## config.mk

```make
export PLATFORM = sky130hd
export DESIGN_NAME = d_cache_mem_port_flat
export DESIGN_NICKNAME = d
export VERILOG_FILES = /design/src/rtl/d_cache_mem_port_if.sv /design/src/rtl/d_cache_mem_port.sv /design/src/flat_wrapper.sv
export SDC_FILE = /design/constraint.sdc
export NUM_CORES = 1
export LEC_CHECK = 0
export BUFFER_PORTS_ARGS = -buffer_cell sky130_fd_sc_hd__buf_4
export CAP_MARGIN = 20
export CELL_PAD_IN_SITES_DETAIL_PLACEMENT = 1
export CELL_PAD_IN_SITES_GLOBAL_PLACEMENT = 1
export CORE_AREA = 2 2 277 279
export CTS_BUF_LIST = sky130_fd_sc_hd__clkbuf_8
export CTS_CLUSTER_SIZE = 10
export DETAILED_ROUTE_END_ITERATION = 12
export DIE_AREA = 0 0 279 281
export GPL_TIMING_DRIVEN = 0
export HOLD_SLACK_MARGIN = 0.1
export PLACE_DENSITY = 0.62
export SETUP_SLACK_MARGIN = 0.05
export SYNTH_ARGS = -nofsm -noshare
export SYNTH_HDL_FRONTEND = slang
export SYNTH_SLANG_ARGS = --single-unit
```

## constraint.sdc

```tcl
create_clock -name clk -period 23.8 [get_ports clk]
set_input_delay 3.57 -clock clk [delete_from_list [all_inputs] [get_ports clk]]
set_output_delay 3.57 -clock clk [all_outputs]
set_load 0.1 [all_outputs]
```

## src/rtl/d_cache_mem_port_if.sv

```systemverilog
// Request/response and main-memory channel bundle for d_cache_mem_port.
// The slave modport is the port block; the master modport is the LSU/memory side.
`ifndef D_CACHE_MEM_PORT_DEFS
`define D_CACHE_MEM_PORT_DEFS
`define ONE_BYTE          3'b000
`define TWO_BYTE          3'b001
`define FOUR_BYTE         3'b010
`define EIGHT_BYTE        3'b011
`define MEM_NOP           2'b00
`define MEM_READ          2'b01
`define MEM_WRITE         2'b10
`define MEM_RESTING       2'b00
`define MEM_DATA_FINISHED 2'b01
`define MEM_INST_FINISHED 2'b10
`endif

interface d_cache_mem_port_if #(
  parameter int ADDR_WIDTH       = 17,
  parameter int DATA_LEN         = 32,
  parameter int VECTOR_SIZE      = 8,
  parameter int ENTRY_INDEX_SIZE = 3
);
  logic                            req_valid;
  logic                            req_ready;
  logic                            req_write;
  logic [ADDR_WIDTH-1:0]           req_addr;
  logic [ENTRY_INDEX_SIZE:0]       req_length;
  logic [2:0]                      req_data_type;
  logic [VECTOR_SIZE*DATA_LEN-1:0] req_wdata;
  logic                            resp_valid;
  logic [VECTOR_SIZE*DATA_LEN-1:0] resp_rdata;
  logic [1:0]                      mem_vis_signal;
  logic [ADDR_WIDTH-1:0]           mem_vis_addr;
  logic [DATA_LEN-1:0]             mem_written_data;
  logic [2:0]                      mem_data_type;
  logic [ENTRY_INDEX_SIZE:0]       mem_length;
  logic [DATA_LEN-1:0]             mem_data;
  logic [1:0]                      mem_status;

  modport slave (
    input  req_valid, req_write, req_addr, req_length, req_data_type, req_wdata,
    input  mem_data, mem_status,
    output req_ready, resp_valid, resp_rdata,
    output mem_vis_signal, mem_vis_addr, mem_written_data, mem_data_type, mem_length
  );

  modport master (
    output req_valid, req_write, req_addr, req_length, req_data_type, req_wdata,
    output mem_data, mem_status,
    input  req_ready, resp_valid, resp_rdata,
    input  mem_vis_signal, mem_vis_addr, mem_written_data, mem_data_type, mem_length
  );
endinterface

```

## src/rtl/d_cache_mem_port.sv

```systemverilog
// Data-side memory port: serialises one scalar/vector load or store into 4-byte
// main-memory beats, retrying any beat the memory did not finish for the d-side.
`ifndef D_CACHE_MEM_PORT_DEFS
`define D_CACHE_MEM_PORT_DEFS
`define ONE_BYTE          3'b000
`define TWO_BYTE          3'b001
`define FOUR_BYTE         3'b010
`define EIGHT_BYTE        3'b011
`define MEM_NOP           2'b00
`define MEM_READ          2'b01
`define MEM_WRITE         2'b10
`define MEM_RESTING       2'b00
`define MEM_DATA_FINISHED 2'b01
`define MEM_INST_FINISHED 2'b10
`endif

module d_cache_mem_port #(
  parameter int ADDR_WIDTH       = 17,
  parameter int DATA_LEN         = 32,
  parameter int VECTOR_SIZE      = 8,
  parameter int ENTRY_INDEX_SIZE = 3
) (
  input logic               clk,
  input logic               rst,
  d_cache_mem_port_if.slave bus
);

  localparam int LEN_W = ENTRY_INDEX_SIZE + 1;

  typedef enum logic [1:0] {IDLE, ISSUE, WAIT, DONE} state_t;

  state_t                    state;
  logic                      write_q;
  logic [LEN_W-1:0]          len_q;
  logic [LEN_W-1:0]          beat_q;
  logic [LEN_W-1:0]          beat_nxt;
  logic [LEN_W-1:0]          eff_len;
  logic [ENTRY_INDEX_SIZE-1:0] cur_idx;
  logic [ENTRY_INDEX_SIZE-1:0] nxt_idx;
  logic [DATA_LEN-1:0]       wdata_q [VECTOR_SIZE];
  logic [DATA_LEN-1:0]       rdata_q [VECTOR_SIZE];

  // Clamp to the vector size; a scalar 8-byte access becomes two word beats.
  always_comb begin
    eff_len = bus.req_length;
    if (bus.req_length > LEN_W'(VECTOR_SIZE))
      eff_len = LEN_W'(VECTOR_SIZE);
    else if (bus.req_length == LEN_W'(1) && bus.req_data_type == `EIGHT_BYTE)
      eff_len = LEN_W'(2);
  end

  always_comb begin
    beat_nxt = beat_q + LEN_W'(1);
    cur_idx  = beat_q[ENTRY_INDEX_SIZE-1:0];
    nxt_idx  = beat_nxt[ENTRY_INDEX_SIZE-1:0];
  end

  always_comb begin
    bus.resp_rdata = '0;
    for (int unsigned i = 0; i < VECTOR_SIZE; i++)
      bus.resp_rdata[i*DATA_LEN +: DATA_LEN] = rdata_q[i];
  end

  always_ff @(posedge clk or posedge rst) begin
    if (rst) begin
      state                <= IDLE;
      write_q              <= 1'b0;
      len_q                <= '0;
      beat_q               <= '0;
      bus.req_ready        <= 1'b1;
      bus.resp_valid       <= 1'b0;
      bus.mem_vis_signal   <= `MEM_NOP;
      bus.mem_vis_addr     <= '0;
      bus.mem_written_data <= '0;
      bus.mem_data_type    <= '0;
      bus.mem_length       <= '0;
      for (int unsigned i = 0; i < VECTOR_SIZE; i++) begin
        wdata_q[i] <= '0;
        rdata_q[i] <= '0;
      end
    end else begin
      case (state)
        IDLE: begin
          if (bus.req_valid) begin
            write_q              <= bus.req_write;
            len_q                <= eff_len;
            beat_q               <= '0;
            bus.req_ready        <= 1'b0;
            bus.mem_length       <= eff_len;
            bus.mem_data_type    <= (eff_len == LEN_W'(1)) ? bus.req_data_type : `FOUR_BYTE;
            bus.mem_vis_addr     <= bus.req_addr;
            bus.mem_written_data <= bus.req_wdata[DATA_LEN-1:0];
            for (int unsigned i = 0; i < VECTOR_SIZE; i++) begin
              wdata_q[i] <= bus.req_wdata[i*DATA_LEN +: DATA_LEN];
              rdata_q[i] <= '0;
            end
            if (eff_len == '0) begin
              state          <= DONE;
              bus.resp_valid <= 1'b1;
            end else begin
              state              <= ISSUE;
              bus.mem_vis_signal <= bus.req_write ? `MEM_WRITE : `MEM_READ;
            end
          end
        end
        ISSUE: begin
          state              <= WAIT;
          bus.mem_vis_signal <= `MEM_NOP;
        end
        WAIT: begin
          // Anything but a d-side finish means this beat was not serviced: reissue it.
          if (bus.mem_status == `MEM_DATA_FINISHED) begin
            if (!write_q)
              rdata_q[cur_idx] <= bus.mem_data;
            beat_q <= beat_nxt;
            if (beat_nxt == len_q) begin
              state          <= DONE;
              bus.resp_valid <= 1'b1;
            end else begin
              state                <= ISSUE;
              bus.mem_vis_signal   <= write_q ? `MEM_WRITE : `MEM_READ;
              bus.mem_vis_addr     <= bus.mem_vis_addr + ADDR_WIDTH'(4);
              bus.mem_written_data <= wdata_q[nxt_idx];
            end
          end else begin
            state              <= ISSUE;
            bus.mem_vis_signal <= write_q ? `MEM_WRITE : `MEM_READ;
          end
        end
        DONE: begin
          state          <= IDLE;
          bus.resp_valid <= 1'b0;
          bus.req_ready  <= 1'b1;
        end
        default: state <= IDLE;
      endcase
    end
  end

endmodule

```

## src/flat_wrapper.sv

```systemverilog
// flat-port wrapper written by rule: the top's interface ports become plain ports
module d_cache_mem_port_flat 
#(
  parameter int ADDR_WIDTH       = 17,
  parameter int DATA_LEN         = 32,
  parameter int VECTOR_SIZE      = 8,
  parameter int ENTRY_INDEX_SIZE = 3
)
  (clk, rst, bus_req_valid, bus_req_write, bus_req_addr, bus_req_length, bus_req_data_type, bus_req_wdata, bus_mem_data, bus_mem_status, bus_req_ready, bus_resp_valid, bus_resp_rdata, bus_mem_vis_signal, bus_mem_vis_addr, bus_mem_written_data, bus_mem_data_type, bus_mem_length);
  d_cache_mem_port_if #(.ADDR_WIDTH(ADDR_WIDTH), .DATA_LEN(DATA_LEN), .VECTOR_SIZE(VECTOR_SIZE), .ENTRY_INDEX_SIZE(ENTRY_INDEX_SIZE)) bus_i ();
  input logic clk;
  input logic rst;
  input wire logic [$bits(bus_i.req_valid)-1:0] bus_req_valid;
  input wire logic [$bits(bus_i.req_write)-1:0] bus_req_write;
  input wire logic [$bits(bus_i.req_addr)-1:0] bus_req_addr;
  input wire logic [$bits(bus_i.req_length)-1:0] bus_req_length;
  input wire logic [$bits(bus_i.req_data_type)-1:0] bus_req_data_type;
  input wire logic [$bits(bus_i.req_wdata)-1:0] bus_req_wdata;
  input wire logic [$bits(bus_i.mem_data)-1:0] bus_mem_data;
  input wire logic [$bits(bus_i.mem_status)-1:0] bus_mem_status;
  output wire logic [$bits(bus_i.req_ready)-1:0] bus_req_ready;
  output wire logic [$bits(bus_i.resp_valid)-1:0] bus_resp_valid;
  output wire logic [$bits(bus_i.resp_rdata)-1:0] bus_resp_rdata;
  output wire logic [$bits(bus_i.mem_vis_signal)-1:0] bus_mem_vis_signal;
  output wire logic [$bits(bus_i.mem_vis_addr)-1:0] bus_mem_vis_addr;
  output wire logic [$bits(bus_i.mem_written_data)-1:0] bus_mem_written_data;
  output wire logic [$bits(bus_i.mem_data_type)-1:0] bus_mem_data_type;
  output wire logic [$bits(bus_i.mem_length)-1:0] bus_mem_length;
  assign bus_i.req_valid = bus_req_valid;
  assign bus_i.req_write = bus_req_write;
  assign bus_i.req_addr = bus_req_addr;
  assign bus_i.req_length = bus_req_length;
  assign bus_i.req_data_type = bus_req_data_type;
  assign bus_i.req_wdata = bus_req_wdata;
  assign bus_i.mem_data = bus_mem_data;
  assign bus_i.mem_status = bus_mem_status;
  assign bus_req_ready = bus_i.req_ready;
  assign bus_resp_valid = bus_i.resp_valid;
  assign bus_resp_rdata = bus_i.resp_rdata;
  assign bus_mem_vis_signal = bus_i.mem_vis_signal;
  assign bus_mem_vis_addr = bus_i.mem_vis_addr;
  assign bus_mem_written_data = bus_i.mem_written_data;
  assign bus_mem_data_type = bus_i.mem_data_type;
  assign bus_mem_length = bus_i.mem_length;
  d_cache_mem_port #(.ADDR_WIDTH(ADDR_WIDTH), .DATA_LEN(DATA_LEN), .VECTOR_SIZE(VECTOR_SIZE), .ENTRY_INDEX_SIZE(ENTRY_INDEX_SIZE)) u_core (.clk(clk), .rst(rst), .bus(bus_i));
endmodule
```

==> out/metrics.csv, run 1 <==
metric,value,unit
outcome,"finished, final reports clean",
global-route wire length before repair,138000,um
final WL,95100,um
Worst Hold End,u_core.bus.mem_written_data[12]$_DFFE_PP0P_,
"Hold-fix buffers, CTS",0,
largest net degree at the start of global routing,122,
worst hold slack,0.478,ns
mapped cell area,23900,um2
Synth Flop Type,dfrtp_1,
Num CTS Buffers,106,
post-route design area,32400,um2
Avg WL per Cell,27.0,um
total gr overflow,0,
first-pass detailed-route iteration total,5,
Max Freq,181,MHz
CORE AREA,75400,um2
post-route minimum period,5.52,ns
vias post-DR,18200,
CTS Sinks,579,
Post-Synthesis Cells,1704,
H-tree Lvls,3,
maxcap violations,0,
chip height,281,um
Post-DP Area,30100,um2
CTS tree,built,
number of global-route vias before repair,20000,
via/cell ratio,5.16,
Ports,634,
Worst Tran Pin Value,0.990,ns
antenna violations before repair,28,
Mean Syn Cell Area,14.0,um2
Area Overhead vs Synth,35.4,%
DRT met1 WL,37000,um
Multi-input gate area,8900,um2
share of post-route cells with drive strength above 1,45.7,%
Critical-path top delay cell,nor3b_2,
post-route clock period utilization,23.2,%
Reg2Reg Depth,8,
placer congestion estimate,0.857,
WL met3,7400,um
Final Skew,0.0317,ns
WL met2,46800,um
Layout fillers,7949,
Slew Limit Fails,0,
register area,14500,um2
CTS resizes,0,
worst vdd ir,80.5,uV
"Setup violations, final",0,
WHS Path Cells,2,
RSZ-0062 raised after global routing,no,
Die W,279,um
reg2reg start,u_core.state[0]$_DFFE_PP0N_,
gr usage total,23.9,%
postcts setup bufs,0,
Detailed Route Iter0 Violations,807,
CP Launch Point,bus_req_valid,
CP startpoint kind,input pin,
crit-path cells,clkbuf_1 > nand2b_1 > nor3b_2 > buf_2 > nand2_1 > o2bb2ai_1,
Yosys warning count,0,
r2r setup slk,20.41,ns
Port-buffer cells,632,
Required @ worst endpoint,24.39,ns
worst hold start,u_core.bus.mem_written_data[12]$_DFFE_PP0P_,
Worst Hold Class,reg -> reg,
total nets after synthesis,2028,
dpl hpwl,72200,um
max incr delay on CP,0.73,ns
relative slew slack,34.0,%
unique cell type count in the Yosys netlist,51,
Worst-Skew Late Latency,0.71,ns
Top Layer Used,met5,
Lkg Pwr,0.0147,uW
CP arrival,6.10,ns
Crit Path Class,in -> reg,
drt drc,0,
Clock Tree Buf Depth,3,
"Clk pin slew, worst setup/hold paths",0.06,ns
final net count,2775,
CP Capture Type,flip-flop,
RR Endpoint,u_core.bus.resp_rdata[92]$_DFFE_PP0P_,
# rows,101,
"EDFF count, synth",0,
fraction of registers with async set/reset,100,%
sequential share of the synthesized area,60.5,%
Starting Density,31.7,%
final hold violations,0,
pwr dens,133,nW/um2
DIE AREA,78400,um2
register bit total from synthesis,579,
clk root buf,clkbuf_8,
post-route ant nets,0,
CP max FO,10,
cell usage in the layout, fill, tap and decap left out, types with 4 or more instances in the layout:
cell,instances
a21o_1,7
a21oi_1,15
a22oi_1,6
a31oi_1,4
and3_1,6
buf_1,6
buf_16,5
buf_2,21
buf_4,632
clkbuf_1,104
clkbuf_8,146
clkinv_2,7
dfrtp_1,578
diode_2,13
ha_1,6
inv_1,32
mux2_2,259
mux2i_1,37
mux4_2,64
nand2_1,145
nand2b_1,5
nand3_1,21
nand3b_1,4
nand4_1,5
nor2_1,12
nor3_1,10
o21ai_0,72
o21ai_1,8
o2bb2ai_1,256
o31ai_1,4
or3_1,4
cell usage after synthesis, drive strengths merged, types with 7 or more instances:
| library cell | n | area share (%) |
|---|---|---|
| o21ai | 80 | 1.7 |
| a21o | 7 | 0.22 |
| dfrtp | 578 | 60 |
| nor2 | 12 | 0.19 |
| o2bb2ai | 256 | 9.4 |
| nor3 | 10 | 0.21 |
| nand2 | 145 | 2.3 |
| mux2i | 37 | 1.5 |
| mux2 | 259 | 12 |
| a21oi | 15 | 0.31 |
| buf | 27 | 0.53 |
| inv | 8 | 0.13 |
| mux4 | 64 | 6.0 |
| nand3 | 22 | 0.48 |
| clkbuf | 105 | 1.7 |
critical path: cells and delay by family:
| family | cells | cell delay (ns) |
|---|---|---|
| AND/OR/NAND/NOR | 3 | 1.39 |
| buffers and inverters | 2 | 0.80 |
| AO/OA/AOI/OAI | 1 | 0.32 |
kinds of logic (layout without fill, tap and decap cells):
logic type | Yosys count | count (layout) | synth area share [%]
multiplexers | 360 | 360 | 19.8
XOR/XNOR | 7 | 7 | 0.319
adder cells (fa/ha/maj) | 6 | 6 | 0.314
buffers and inverters | 140 | 967 | 2.31
AND/OR/NAND/NOR | 220 | 220 | 4.00
flip-flops | 579 | 579 | 60.5
AO/OA/AOI/OAI | 392 | 392 | 12.8
other | 0 | 13 | 0
state kept, by name, summed over array words and instances (netlist names):
register                     cells
u_core.bus.resp_rdata          256
u_core.bus.mem_length            4
u_core.write_q                   1
u_core.state                     2
u_core.bus.mem_data_type         3
u_core.bus.mem_written_data     32
u_core.beat_q                    4
u_core.bus.resp_valid            1
u_core.bus.mem_vis_signal        2
u_core.wdata_q                 256
u_core.bus.req_ready             1
u_core.bus.mem_vis_addr         17
layout make-up:
type                       instances  area share, %
inverter                           8          0.116
sequential                       579           44.7
antenna                           13          0.100
buffer                           132           1.61
clock buffer                     146           6.20
multi-input combinational        985           27.5
timing repair buffer             639           15.2
tap                              978           3.78
clock inverter                    42          0.869
worst max-delay path by stage:
stage                                        endpoint
2_1_floorplan            u_core.beat_q[0]$_DFFE_PP0P_
3_3_place_gp          u_core.wdata_q[249]$_DFFE_PP0P_
3_5_place_dp   u_core.bus.resp_rdata[154]$_DFFE_PP0P_
4_1_cts        u_core.bus.resp_rdata[154]$_DFFE_PP0P_
5_1_grt        u_core.bus.resp_rdata[186]$_DFFE_PP0P_
6_report        u_core.bus.resp_rdata[92]$_DFFE_PP0P_
metrics by stage:
step           TNS [ns]  worst slack, ns  total power [uW]  std cells  util, %
6_report              0            18.28              4320       3522     43.0
3_3_place_gp   -1385.30            -2.48              3290       3314     39.6
4_1_cts               0            18.35              4370       3509     42.9
3_5_place_dp          0            17.58              3350       3321     39.9
5_1_grt               0            18.20              4540       3519     42.9
2_1_floorplan         0             4.03              2760       1704        -
power by group:
group	total, uW	internal, uW	switching, uW	leakage (uW)
Combinational	1850	661	1190	0.00601
Clock	1010	559	447	0.00127
Sequential	1460	1280	177	0.00741
Total	4320	2500	1820	0.0147
metal layers:
layer | up-vias | track usage (%)
met3 | 194 | 8.40
met1 | 9361 | 27.4
met5 | - | 0
met4 | 28 | 9.69
met2 | 658 | 40.8
li1 | 7922 | -
Note: power is estimated with default switching activity, not from simulation.
==> inputs of run 2 (changes only) <==
Settings changed: PLACE_DENSITY 0.62 to 0.64.
Clock period 23.8 ns to 5 ns, I/O delays scaled along.
==> out/metrics.csv, run 2 (synthesis gave the netlist of run 1 again) <==
metric,value,unit
DIE AREA,78400,um2
final hold violations,0,
via/cell ratio,5.16,
Worst Tran Pin Value,1.03,ns
maxcap violations,0,
outcome,"finished, final reports clean",
chip height,281,um
total gr overflow,0,
"Clk pin slew, worst setup/hold paths",0.06,ns
final WL,94700,um
Slew Limit Fails,0,
CP arrival,3.84,ns
Crit Path Class,reg -> reg,
Lkg Pwr,0.0147,uW
Detailed Route Iter0 Violations,845,
CORE AREA,75400,um2
largest net degree at the start of global routing,44,
dpl hpwl,72600,um
H-tree Lvls,3,
Port-buffer cells,632,
CP top delay family,simple AND/OR/NAND/NOR gates,
post-route minimum period,3.25,ns
CTS Sinks,579,
share of post-route cells with drive strength above 1,45.4,%
Avg WL per Cell,26.9,um
CTS resizes,0,
Num CTS Buffers,106,
number of global-route vias before repair,20200,
Final Skew,0.0660,ns
post-route ant nets,0,
CP startpoint kind,flip-flop,
postcts setup bufs,0,
vias post-DR,18200,
post-route design area,32300,um2
Required @ worst endpoint,5.60,ns
relative slew slack,31.1,%
crit-path cells,inv_1 > ha_1 > clkbuf_1 > nand2_1 > nor3b_2 > buf_2 > nand2_1 > o2bb2ai_1,
Worst Hold Class,in -> async,
pwr dens,627,nW/um2
# rows,101,
Starting Density,31.7,%
final net count,2785,
Worst-Skew Late Latency,0.72,ns
WP buf/inv,3,
Ports,634,
reg2reg start,u_core.state[0]$_DFFE_PP0N_,
post-route clock period utilization,64.9,%
"Hold-fix buffers, CTS",0,
gr usage total,24.0,%
Post-DP Area,30200,um2
worst vdd ir,298,uV
drt drc,0,
antenna violations before repair,18,
most frequent cells in the layout,"buf_4, dfrtp_1, mux2_2",
Clock Tree Buf Depth,3,
max incr delay on CP,0.67,ns
Critical-path top delay cell,nor3b_2,
"most common cell after layout, fill and taps aside",buf_4,
final worst setup slack,1.75,ns
Die W,279,um
RR Endpoint,u_core.bus.resp_rdata[59]$_DFFE_PP0P_,
CTS tree,built,
first-pass detailed-route iteration total,5,
RSZ-0062 raised after global routing,no,
r2r setup slk,1.75,ns
Max Freq,308,MHz
CP max FO,10,
placer congestion estimate,0.854,
clk root buf,clkbuf_8,
"Setup violations, final",0,
Reg2Reg Depth,8,
cell mode on critical path,nand2_1,
CP Capture Type,flip-flop,
pre-CTS setup slack,1.63,ns
global-route wire length before repair,139000,um
Area Overhead vs Synth,35.2,%
run 2: changes by cell type in the layout (fill, tap and decap cells not counted):
| cell | delta |
|---|---|
| diode_2 | -6 |
| inv_16 | -2 |
| inv_6 | +3 |
| clkinv_2 | +3 |
| clkinv_8 | -1 |
| buf_12 | +15 |
| clkbuf_8 | -16 |
| buf_16 | -5 |
| clkinvlp_4 | +1 |
| inv_1 | +12 |
| inv_8 | -2 |
run 2: through the flow:
stage	cells	hold slack [ns]	TNS [ns]	power (uW)	utilization, %
global route	3523	0.148	0	21400	42.9
CTS	3517	0.102	0	20500	42.9
finish	3524	0.145	0	20300	42.9
floorplan	1704	0.474	-2104.57	13100	-
global placement	3314	0.468	-4000.54	15700	39.6
detailed placement	3331	0.474	0	16000	40.1
run 2: how the worst max path moves through the flow:
stage,startpoint,to,slack [ns],cells after the start
6_report,u_core.state[0]$_DFFE_PP0N_,u_core.bus.resp_rdata[59]$_DFFE_PP0P_,1.75,8
3_5_place_dp,u_core.state[0]$_DFFE_PP0N_,u_core.bus.resp_rdata[251]$_DFFE_PP0P_,1.63,8
3_3_place_gp,rst,u_core.wdata_q[54]$_DFFE_PP0P_,-6.99,2
4_1_cts,u_core.state[0]$_DFFE_PP0N_,u_core.bus.resp_rdata[251]$_DFFE_PP0P_,1.60,8
2_1_floorplan,rst,u_core.beat_q[0]$_DFFE_PP0P_,-3.64,1
5_1_grt,u_core.state[0]$_DFFE_PP0N_,u_core.bus.resp_rdata[28]$_DFFE_PP0P_,1.46,8
run 2: where the power goes:
part           internal, uW  total (uW)  switching [uW]
Combinational          3160        8880            5720
Clock                  2390        4460            2060
Sequential             6100        6960             854
run 2: final cells by class:
cell class	instances	area, um2
Timing Repair Buffer	649	5070
Buffer	132	523
Multi-Input combinational cell	985	8900
Clock inverter	56	300
Clock buffer	130	1790
Sequential cell	579	14500
Tap cell	978	1220
Inverter	8	33.8
Antenna cell	7	17.5
Fill cell	7996	43100
run 2: routing by layer:
layer	global-route usage, %	vias to the layer above	routed length [um]	share of wire (%)
li1	-	7934	-	-
met1	27.2	9431	36000	38
met2	42.2	618	48100	51
met3	8.08	162	7510	7.9
met4	8.40	22	2900	3.1
met5	0	-	148	0.16
